--- src/rtl/instr_decode_pipe.sv ---
// Purpose: registers one MPU instruction behind valid/ready and decodes it, with wrong-path squash after taken jumps.
// Latency: an instruction accepted on edge N is presented (out_valid, decode) from edge N onward.
// Backpressure: stall holds a live instruction in place and drops in_ready; otherwise one instruction per cycle.
module instr_decode_pipe #(
  parameter int unsigned SQUASH = 1,   // wrong-path instructions dropped after a taken jump (0..3)
  parameter int unsigned CNT_W  = 16   // performance counter width
) (
  input  logic             clk,
  input  logic             reset_n,
  input  logic [7:0]       instr,
  input  logic             in_valid,
  output logic             in_ready,
  input  logic             stall,
  input  logic             jmp_taken,
  output logic             out_valid,
  output logic [7:0]       ir,
  output logic [8:0]       reg_en,
  output logic [3:0]       source_sel,
  output logic             i_sel,
  output logic             x_sel,
  output logic             y_sel,
  output logic             jmp,
  output logic             jmp_nz,
  output logic [3:0]       ir_nibble,
  output logic             nop_hit,
  output logic [CNT_W-1:0] retire_count,
  output logic [CNT_W-1:0] nop_count
);

  localparam logic [1:0]       SQ_LOAD = 2'(SQUASH);
  localparam logic [3:0]       SRC_PM_DATA = 4'd8;
  localparam logic [3:0]       SRC_I_PINS  = 4'd9;
  localparam logic [3:0]       SRC_NONE    = 4'd10;
  localparam logic [CNT_W-1:0] CNT_ONE     = {{(CNT_W-1){1'b0}}, 1'b1};

  // Register code 4 is r when read but o_reg when written, so its enable lives in bit 8.
  function automatic logic [8:0] dest_mask(input logic [2:0] d);
    if (d == 3'd4) dest_mask = 9'h100;
    else           dest_mask = 9'h001 << d;
  endfunction

  logic [7:0]       ir_q, ir_d;
  logic             out_valid_q, out_valid_d;
  logic [1:0]       squash_cnt_q, squash_cnt_d;
  logic [CNT_W-1:0] retire_cnt_q, retire_cnt_d;
  logic [CNT_W-1:0] nop_cnt_q, nop_cnt_d;

  logic             accept, retire, squash_trig;

  // Raw decode of the register before gating by out_valid.
  logic [8:0]       re_raw;
  logic [3:0]       ss_raw;
  logic             isel_raw, xsel_raw, ysel_raw, jmp_raw, jnz_raw, nop_raw;
  logic [2:0]       dst, src;

  // Combinational decode of the instruction register.
  always_comb begin
    re_raw   = 9'h000;
    ss_raw   = SRC_NONE;
    isel_raw = 1'b0;
    xsel_raw = 1'b0;
    ysel_raw = 1'b0;
    dst      = 3'd0;
    src      = 3'd0;
    jmp_raw  = (ir_q[7:4] == 4'b1110);
    jnz_raw  = (ir_q[7:4] == 4'b1111);
    nop_raw  = (ir_q == 8'hC8) || (ir_q == 8'hCF) || (ir_q == 8'hD8) || (ir_q == 8'hDF);
    if (!ir_q[7]) begin
      // load 0dddnnnn: immediate comes from program memory
      dst    = ir_q[6:4];
      re_raw = dest_mask(dst);
      ss_raw = SRC_PM_DATA;
      if (dst == 3'd7) begin
        re_raw[6] = 1'b1;
        isel_raw  = 1'b1;
      end
    end else if (ir_q[7:6] == 2'b10) begin
      // mov 10dddsss: dm accesses are addressed through i, so i is touched too
      dst    = ir_q[5:3];
      src    = ir_q[2:0];
      re_raw = dest_mask(dst);
      if (dst == 3'd7 || (src == 3'd7 && dst != 3'd6)) begin
        re_raw[6] = 1'b1;
        isel_raw  = 1'b1;
      end
      // mov r->o_reg is a real move; any other self-move reads the input pins
      if (dst == 3'd4 && src == 3'd4) ss_raw = 4'd4;
      else if (dst == src)            ss_raw = SRC_I_PINS;
      else                            ss_raw = {1'b0, src};
    end else if (ir_q[7:5] == 3'b110) begin
      // ALU 110xyfff: result always lands in r
      re_raw[4] = 1'b1;
      xsel_raw  = ir_q[4];
      ysel_raw  = ir_q[3];
    end
  end

  // Gate every decode output while the register does not hold a live instruction.
  always_comb begin
    out_valid  = out_valid_q;
    ir         = ir_q;
    ir_nibble  = ir_q[3:0];
    reg_en     = out_valid_q ? re_raw   : 9'h000;
    source_sel = out_valid_q ? ss_raw   : SRC_NONE;
    i_sel      = out_valid_q & isel_raw;
    x_sel      = out_valid_q & xsel_raw;
    y_sel      = out_valid_q & ysel_raw;
    jmp        = out_valid_q & jmp_raw;
    jmp_nz     = out_valid_q & jnz_raw;
    nop_hit    = out_valid_q & nop_raw;
    retire_count = retire_cnt_q;
    nop_count    = nop_cnt_q;
  end

  // Handshake, squash and pipeline-register next state.
  always_comb begin
    in_ready     = !out_valid_q || !stall;
    accept       = in_valid && in_ready;
    retire       = out_valid_q && !stall;
    squash_trig  = retire && (jmp || jmp_nz) && jmp_taken;
    ir_d         = ir_q;
    out_valid_d  = out_valid_q;
    squash_cnt_d = squash_cnt_q;
    if (squash_trig) squash_cnt_d = SQ_LOAD;
    if (accept) begin
      // An instruction accepted in the trigger cycle is already on the wrong path.
      ir_d = instr;
      if (squash_cnt_d == 2'd0) begin
        out_valid_d = 1'b1;
      end else begin
        out_valid_d  = 1'b0;
        squash_cnt_d = squash_cnt_d - 2'd1;
      end
    end else if (retire) begin
      out_valid_d = 1'b0;
    end
  end

  // Saturating retire and NOP counters.
  always_comb begin
    retire_cnt_d = retire_cnt_q;
    nop_cnt_d    = nop_cnt_q;
    if (retire && !(&retire_cnt_q))          retire_cnt_d = retire_cnt_q + CNT_ONE;
    if (retire && nop_raw && !(&nop_cnt_q))  nop_cnt_d    = nop_cnt_q + CNT_ONE;
  end

  // State registers; reset discards any pending instruction and squash.
  always_ff @(posedge clk or negedge reset_n) begin
    if (!reset_n) begin
      ir_q         <= 8'h00;
      out_valid_q  <= 1'b0;
      squash_cnt_q <= 2'd0;
      retire_cnt_q <= '0;
      nop_cnt_q    <= '0;
    end else begin
      ir_q         <= ir_d;
      out_valid_q  <= out_valid_d;
      squash_cnt_q <= squash_cnt_d;
      retire_cnt_q <= retire_cnt_d;
      nop_cnt_q    <= nop_cnt_d;
    end
  end

endmodule

--- config.mk ---
export PLATFORM = sky130hd
export DESIGN_NAME = instr_decode_pipe
export DESIGN_NICKNAME = d
export VERILOG_FILES = /design/src/rtl/instr_decode_pipe.sv
export SDC_FILE = /design/constraint.sdc
export NUM_CORES = 1
export LEC_CHECK = 0
export ABC_AREA = 1
export CORE_MARGIN = 3
export CORE_UTILIZATION = 65
export CTS_CLUSTER_DIAMETER = 80
export DETAILED_ROUTE_END_ITERATION = 10
export DONT_BUFFER_PORTS = 1
export PLACE_DENSITY = 0.89
export SYNTH_ARGS = -nofsm -noshare
export SYNTH_HDL_FRONTEND = slang
export SYNTH_SLANG_ARGS = --single-unit
--- constraint.sdc ---
create_clock -name clk -period 2.72 [get_ports clk]
set_input_delay 0.816 -clock clk [delete_from_list [all_inputs] [get_ports clk]]
set_output_delay 0.816 -clock clk [all_outputs]
set_load 0.03 [all_outputs]
Yosys cells after proc, flatten, opt, wreduce, memory -nomap -nowiden
Index checks and enable logic that the tools add are counted.

word-level totals
  register bits after elaboration = 43
  output and inout port bits = 65

operators by class
  add/subtract/negate cells = 3
  equality and inequality tests = 16
  shift operators = 2
  multiplexer cells = 31
  bitwise logic cells = 6
  reductions and logical operators = 23

operators by type and width
  cell                                                                 number
  9-bit 2-to-1 mux                                                     4
  16-bit by 1-bit adder with 16-bit output (second input constant)     2
  8-bit == test (second input constant)                                4
  16-bit AND reduction                                                 2
  4-bit 2-to-1 mux                                                     7
  3-bit == test (second input constant)                                7
  1-bit by 3-bit left shift with 9-bit output (first input constant)   2
  1-bit 2-to-1 mux                                                     17
  1-bit logical AND                                                    9
  4-bit == test (second input constant)                                2
  1-bit AND                                                            6
  1-bit logical OR                                                     6
  2-bit 2-to-1 mux                                                     3
  1-bit logical NOT                                                    4
  3-bit == test                                                        1
  3-bit inequality test (second input constant)                        1
  2-bit == test (second input constant)                                1
  2-bit logical NOT                                                    1
  2-bit nonzero test                                                   1
  2-bit by 1-bit subtractor with 2-bit output (second input constant)  1

Logic depth before layout (Yosys ltp)
Gate-level depths: netlist of run 1.

  depth in word-level cells = 9
  depth in mapped cells = 10
  gate-level depth less buffers = 9

Worst setup path before layout of run 1
No wires, ideal clock.

  path kind = register to output
  start = reg ir_q[5], in the netlist ir[5]
  end = out reg_en[2]
  arrival = 1.762 ns
  required time = 1.904 ns
  setup slack = 0.142 ns
  cell stages (with the launch flop) = 5
  path through = dfrtp_1 -> clkbuf_1 -> nor2_1 -> nor2_1 -> a211oi_1

on the way
  cells in the longest elaborated chain, start to end = 5

ends and longest elaborated chain
  element                                                                              line    RTL
  start, declared                                                                      42      logic [7:0] ir_q, ir_d;
  start signal, assigned                                                               156     ir_q <= ir_d;
  3-bit == test / 1-bit by 3-bit left shift with 9-bit output (equally long branches)  38, 39
  9-bit 2-to-1 mux                                                                     38      if (d == 3'd4) dest_mask = 9'h100;
  4-bit 2-to-1 mux                                                                     77      end else if (ir_q[7:6] == 2'b10) begin
  9-bit 2-to-1 mux *                                                                   68      if (!ir_q[7]) begin
  9-bit 2-to-1 mux *                                                                   103     reg_en = out_valid_q ? re_raw : 9'h000;
  end, declared                                                                        17      output logic [8:0] reg_en,

Every way passes the cells marked *; elsewhere a longest branch is shown, timed or not.

Final worst setup path of run 1
  start = reg ir_q[7], in the netlist ir[7]
  end = out y_sel

on the way
  cells in the longest elaborated chain, start to end = 5

ends and longest elaborated chain
  element             line  RTL
  3-bit == test       90    end else if (ir_q[7:5] == 3'b110) begin
  1-bit 2-to-1 mux    90
  1-bit 2-to-1 mux    77
  1-bit 2-to-1 mux *  68
  1-bit AND *         107   y_sel = out_valid_q & ysel_raw;
  end, declared       21    output logic y_sel,

Marked as above.

==> implementation parameters, run 1 <==
Parameter                              Value

Yosys
  Net Count, Synth    424
  Register bit total from synthesis    43
  Mean instance size in the synthesized netlist    6.92 um^2
  Gate Count Post-Synth    409
  Number of warnings printed during yosys synthesis    0
  Sequential share of the synthesized area    0.380
  Yosys cell types    33
  Cell type with the largest total area after synthesis    dfrtp_1
  Fraction of post-synthesis cell area in the top cell type by area    0.380
  Cells taking the most area after synthesis    dfrtp_1 (38%), nand2_1 (21%), nor2_1 (6.9%), nand3_1 (4.4%), inv_1 (4.0%)
  Mapped Area    2830 um^2

Critical path
  Kind of start point of the critical path    flip-flop
  CP required    1.90 ns
  Peak fanout along the critical path    9
  Signal arrival time at the worst endpoint    1.70 ns
  Crit-path max cell delay    0.55 ns
  Worst path buffer plus inverter count    2
  Kind of critical path    reg2out
  Chain of cells forming the critical path    nand2_1, nor2_1, inv_1, nor3_1, buf_4
  Worst Setup End Kind    primary output
  Slowest cell on crit path    dfrtp_2
  Dominant delay contributor by cell family on the critical path    flip-flops

Clocking
  Total of cells resized after clock tree synthesis    0
  Number of hold buffers added after cts    0
  Insertion delay of the later-clocked pin in the worst-skew pair    0.30 ns
  Cell chosen for the clock root    clkbuf_8
  Count of buffers added by post-CTS timing repair for setup    0
  Clock transition at the register clock pins on the worst setup and hold paths after CTS    0.08 ns
  Number of levels in the clock H-tree    2
  Clock Tree Buf Depth    2
  Clock tree from TritonCTS    done
  Clock buffer count from CTS    5
  Total clock sinks    43

Global routing
  Number of global-route vias before repair    2558
  Maximum number of pins on one net before global-route repair    44
  Global routing's busiest layer    met2
  Initial antenna violation count    0
  Overall routing resource usage    0.279
  Global-route wire length before repair    11.5 mm
  Global-route met1 utilization    0.351
  Global routing usage on met3    0.0748
  Congestion Overflow GR    0
  Global-route met2 utilization    0.470

Placed design
  Count of placed standard cells including taps    472
  Detailed placer's ending HPWL    5.11 mm
  Post-placement worst setup slack    0.347 ns
  Weighted congestion at the end of routability-driven global placement    0.936
  Count of port buffers added during placement    0

STA
  Worst slew slack as a fraction of its limit    0.554
  Number of endpoints with negative hold slack in the final report    0
  Peak Freq    0.397 GHz
  Total setup violations reported at the end of the flow    0
  RSZ-0062 raised after global routing    false
  Final setup margin    0.203 ns
  Setup TNS after final layout    0 ns
  Number of max-slew violations in the final report    0
  Final clock skew    0.00531 ns
  Slew @ Worst Pin    0.669 ns
  Min cycle time layout    2.52 ns
  Post-route fraction of the period consumed by the critical path    0.925

Die
  Core area    4090 um^2
  Initial Utilization    0.692
  Std cell rows    23
  Count of boundary I/O pins    78
  Area of the die    5180 um^2
  Die X-Extent    72.0 um
  Vertical extent of the die    72.0 um

Layout
  Most common cell after layout, fill and taps aside    nand2_1
  Number of inserted filler cells in the final layout    307
  Final non-filler cell total    480
  Total Nets Final    444
  Synthesis-to-finish area growth    10.5%
  Antenna Cells    0
  Combined area of the multi-input logic cells    1530 um^2
  Combined flip-flop and latch cell area    1080 um^2
  Most frequent cells in the layout    nand2_1 (157), nor2_1 (52), dfrtp_1 (40)
  Share of cells above drive strength 1    0.142

Hold path
  Worst min-delay path class    in2async

Detailed routing
  Ratio of routed vias to standard cells    5.77
  Sum of routed wire length over all layers    6.86 mm
  DRT Pass-1 Iters    5
  Number of violations reported at the end of detailed-routing iteration 0    158
  Vias post-DR    2768
  Routed WL per cell    14.3 um
  DR DRC count    0
  Residual antenna-violating net count after detailed routing    0

Power and ir drop
  Pleak    1.48 nW
  Power per cell area    732 nW/um^2
  Maximum vdd ir drop    0.000571 V

Status
  Result of the run    finished clean

Job
  Number of max-cap violations    0
==> worst register-to-register path, cell delays in order, from the launching register on <==
cell     delay, ns
dfrtp_1       0.56
ha_1          0.31
nand2_1       0.14
nor2_4        0.07
nand2_2       0.10
nor2_1        0.06
nor2_2        0.52
nand2_1       0.15
o21ai_2       0.09
==> power by group <==
part / switching [W] / internal (W) / total, W / leakage, nW
clock network: 0.000229 / 0.000366 / 0.000595 / 0.0644
logic: 0.000384 / 0.000195 / 0.000579 / 0.866
registers: 0.000373 / 0.000741 / 0.00111 / 0.550
==> flip-flops by register name, indices dropped and copies added, names as in the netlist <==
name / cells
nop_count: 16
ir: 8
squash_cnt_q: 2
retire_count: 16
out_valid: 1
==> synthesized netlist by cell type, drive strengths merged <==
cell and n:
nand2 160, nor2 60, dfrtp 43, inv 34, nand3 26, o21ai 18
a21oi 14, nand4 13, buf 11, xnor2 8, xor2 7, nor3 4
ha 2, mux2 2, a211oi 1, a21boi 1, and3 1, clkbuf 1
clkinv 1, nand3b 1, o211ai 1
==> path summary, 6_finish.rpt <==
check,from,end,slack [ns],depth (start not counted)
setup / recovery,ir[7],y_sel,0.20,5
min in group clk,squash_cnt_q[1],squash_cnt_q[0],0.52,2
setup reg to reg,retire_count[0],retire_count[3],0.65,8
max in group asynchronous,reset_n,ir[7],2.42,0
hold / removal,reset_n,nop_count[3],0.20,0
hold reg to reg,squash_cnt_q[1],squash_cnt_q[0],0.52,2
==> logic make-up (layout without fill, tap and decap cells) <==
logic type / Yosys count / in the layout / synth area share
and+or+nand+nor: 265 / 265 / 0.402
buffers and inverters: 47 / 68 / 0.0805
DFF: 43 / 43 / 0.380
AOI/OAI and AO/OA: 35 / 35 / 0.0739
xor gates and xnor gates: 15 / 15 / 0.0464
adders and majority gates: 2 / 2 / 0.00884
muxes: 2 / 2 / 0.00796
==> metrics by stage <==
step	total power, W	hold slack (ns)	util	area (um^2)
2_1_floorplan	0.00154	0.464	-	2830
3_3_place_gp	0.00166	0.484	0.730	2980
3_5_place_dp	0.00170	0.499	0.730	2980
4_1_cts	0.00229	0.192	0.763	3120
5_1_grt	0.00240	0.181	0.765	3130
6_report	0.00229	0.201	0.765	3130
==> layout make-up <==
type	instances	area share
Clock buffer	5	0.0220
Clock inverter	3	0.0216
Inverter	35	0.0432
Multi-Input combinational cell	319	0.488
Sequential cell	43	0.345
Tap cell	50	0.0200
Timing Repair Buffer	25	0.0600
==> routing by layer <==
metal  share of wire  vias to the layer above
li1                -                     1331
met4           0.017                        0
met2            0.49                      131
met3           0.093                       14
met1            0.40                     1292
met5               0                        -
Power figures use the tool's default switching activity.
==> run 2, diff against run 1 <==
- CORE_UTILIZATION: 65 -> 23
- PLACE_DENSITY: 0.89 -> 0.44
==> run 2 against run 1 <==
Effect of this change: clock power rose by 3%; combinational power rose by 3%; sequential power barely moved; largest power group unchanged; clock skew barely moved; register-to-register slack barely moved; largest cell class unchanged; count of clock-buffer cells in the layout rose by 1; die area rose to 2.6 times the previous value; cell count rose by 20%; non-clock buffer count rose by 2; total power rose by 0.55%; critical path depth rose by 1; critical endpoint is now i_sel; global-route usage fell by 16 points.
==> implementation parameters, run 2 (synthesis gave the netlist of run 1 again) <==
Parameter                              Value

Layout
  Final non-filler cell total    574 (+20%)
  Number of inserted filler cells in the final layout    1300 (+320%)
  Most frequent cells in the layout    nand2_1 (157), nor2_1 (52), dfrtp_1 (42)
  Antenna Cells    0 (unchanged)
  Total Nets Final    446 (+0.45%)
  Synthesis-to-finish area growth    15.2%
  Combined flip-flop and latch cell area    1080 um^2 (-0.23%)
  Combined area of the multi-input logic cells    1530 um^2 (unchanged)
  Most common cell after layout, fill and taps aside    nand2_1
  Post-route design area    3260 um^2 (+4.2%)
  Share of cells above drive strength 1    0.137 (-0.00497)

Clocking
  Clock transition at the register clock pins on the worst setup and hold paths after CTS    0.06 ns (-0.02 ns)
  Clock tree from TritonCTS    done
  Clock Tree Buf Depth    2 (unchanged)
  Count of buffers added by post-CTS timing repair for setup    0 (unchanged)
  Number of hold buffers added after cts    0 (unchanged)
  Cell chosen for the clock root    clkbuf_16
  Number of levels in the clock H-tree    2 (unchanged)
  Total of cells resized after clock tree synthesis    0 (unchanged)
  Clock buffer count from CTS    5 (unchanged)
  Total clock sinks    43 (unchanged)
  Insertion delay of the later-clocked pin in the worst-skew pair    0.28 ns (-0.02 ns)

Power and ir drop
  Cell-internal power    0.00130 W (about the same)
  Sequential fraction of design power    0.474 (-0.013)
  Combinational power share    0.260 (+0.007)
  Maximum vdd ir drop    0.000343 V (-40%)
  Pleak    1.50 nW (+1.4%)
  Proportion of power drawn by the clock network    0.266 (+0.006)
  Switch share    0.434 (+0.00347)
  Power per cell area    706 nW/um^2 (-3.5%)
  Net switching power of the design    0.000999 W (+1.4%)

STA
  Min cycle time layout    2.53 ns (+0.0138 ns)
  Setup TNS after final layout    0 ns (unchanged)
  Final setup margin    0.189 ns (-0.0138 ns)
  RSZ-0062 raised after global routing    false
  Final clock skew    0.00510 ns (-0.000210 ns)
  Peak Freq    0.395 GHz (-0.54%)
  Post-route fraction of the period consumed by the critical path    0.931 (+0.00506)
  Slew @ Worst Pin    0.765 ns (+0.0956 ns)
  Number of max-slew violations in the final report    0 (unchanged)
  Number of endpoints with negative hold slack in the final report    0 (unchanged)
  Total setup violations reported at the end of the flow    0 (unchanged)
  Worst slew slack as a fraction of its limit    0.490 (-0.0638)

Critical path
  Crit-path max cell delay    0.34 ns (-0.21 ns)
  R2R depth    8 (unchanged)
  Chain of cells forming the critical path    buf_4, nand2_1, a21oi_1, o21ai_0, a21oi_1, buf_4
  Kind of start point of the critical path    flip-flop
  Start of the worst register-to-register path    nop_count[0]
  Signal arrival time at the worst endpoint    1.72 ns (+0.02 ns)
  CP required    1.90 ns (about the same)
  Worst Setup End Kind    primary output
  Slowest cell on crit path    dfrtp_1
  Peak fanout along the critical path    5 (-4)
  Kind of critical path    reg2out
  R2r endpoint    nop_count[2]
  Register-to-register setup slack    0.66 ns (about the same)

Detailed routing
  Number of violations reported at the end of detailed-routing iteration 0    101 (-36%)
  Residual antenna-violating net count after detailed routing    0 (unchanged)
  DRT Pass-1 Iters    4 (-1)
  Ratio of routed vias to standard cells    4.62 (-20%)
  Routed WL per cell    13.5 um (-5.4%)
  Sum of routed wire length over all layers    7.76 mm (+13%)
  DR DRC count    0 (unchanged)
  Vias post-DR    2652 (-4.2%)

Global routing
  Congestion Overflow GR    0 (unchanged)
  Overall routing resource usage    0.119 (-0.160)
  Global-route wire length before repair    13.1 mm (+14%)
  Maximum number of pins on one net before global-route repair    44 (unchanged)
  Number of global-route vias before repair    2572 (+0.55%)
  Initial antenna violation count    0 (unchanged)

Die
  Die X-Extent    117 um (+62%)
  Std cell rows    39 (+70%)
  Initial Utilization    0.242 (-0.451)
  Core area    11700 um^2 (+190%)
  Area of the die    13700 um^2 (+160%)
  Count of boundary I/O pins    78 (unchanged)
  Vertical extent of the die    117 um (+62%)

Placed design
  Count of port buffers added during placement    0 (unchanged)
  Weighted congestion at the end of routability-driven global placement    0.861 (-8.1%)
  Count of placed standard cells including taps    567 (+20%)
  Detailed placer's ending HPWL    5.79 mm (+13%)
  Post-detailed-placement cell area    3110 um^2 (+4.4%)
  Post-placement worst setup slack    0.425 ns (+0.0776 ns)

Status
  Result of the run    finished clean

Job
  Number of max-cap violations    0 (unchanged)

Hold path
  Worst min-delay path class    in2async
==> run 2: changes by cell type in the layout (fill, tap and decap cells not counted) <==
cell | before | now
buf_4 | 25 | 27
bufinv_16 | 2 | 0
clkbuf_16 | 0 | 5
clkbuf_8 | 5 | 1
clkinv_1 | 0 | 1
clkinv_2 | 0 | 1
clkinvlp_4 | 2 | 0
dfrtp_1 | 40 | 42
dfrtp_2 | 3 | 1
==> run 2: power groups by stage <==
stage	clock network (W)	logic (W)	registers, W
floorplan	0	0.000443	0.00110
global placement	0	0.000599	0.00111
detailed placement	0	0.000605	0.00111
CTS	0.000646	0.000607	0.00110
global route	0.000665	0.000675	0.00112
finish	0.000613	0.000597	0.00109
==> run 2: per-layer routing <==
metal / GRT usage / share of wire / vias to the layer above
li1: - / - / 1341
met1: 0.151 / 0.45 / 1245
met2: 0.200 / 0.48 / 58
met3: 0.0314 / 0.059 / 8
met4: 0.0359 / 0.013 / 0
met5: 0 / 0 / -
==> run 2: critical path, delay by kind of cell (launching register included) <==
family	cells	cell delay, ns
compound gates	3	0.55
buf+inv	2	0.40
flops	1	0.34
simple gates	1	0.14
==> run 2: worst max path at each step <==
stage                from   endpoint  slack (ns)  depth (start not counted)
floorplan           ir[5]  reg_en[2]        0.14                          4
global placement    ir[6]  reg_en[5]        0.55                          5
detailed placement  ir[5]      i_sel        0.43                          5
CTS                 ir[5]      i_sel        0.10                          5
global route        ir[4]      i_sel        0.05                          6
finish              ir[4]      i_sel        0.19                          6
==> run 2: cell type report <==
| cell class | instances | share of cell area |
|---|---|---|
| multi-input combinational | 319 | 0.468 |
| timing repair buffer | 27 | 0.0622 |
| sequential | 43 | 0.331 |
| clock inverter | 1 | 0.00154 |
| inverter | 35 | 0.0403 |
| tap | 143 | 0.0549 |
| clock buffer | 6 | 0.0426 |
==> run 2: stage by stage <==
stage          total power, W  hold slack, ns   util
3_5_place_dp          0.00171           0.504  0.266
5_1_grt               0.00246           0.207  0.278
3_3_place_gp          0.00171           0.486  0.266
6_report              0.00230           0.222  0.278
2_1_floorplan         0.00154           0.464      -
4_1_cts               0.00235           0.210  0.278
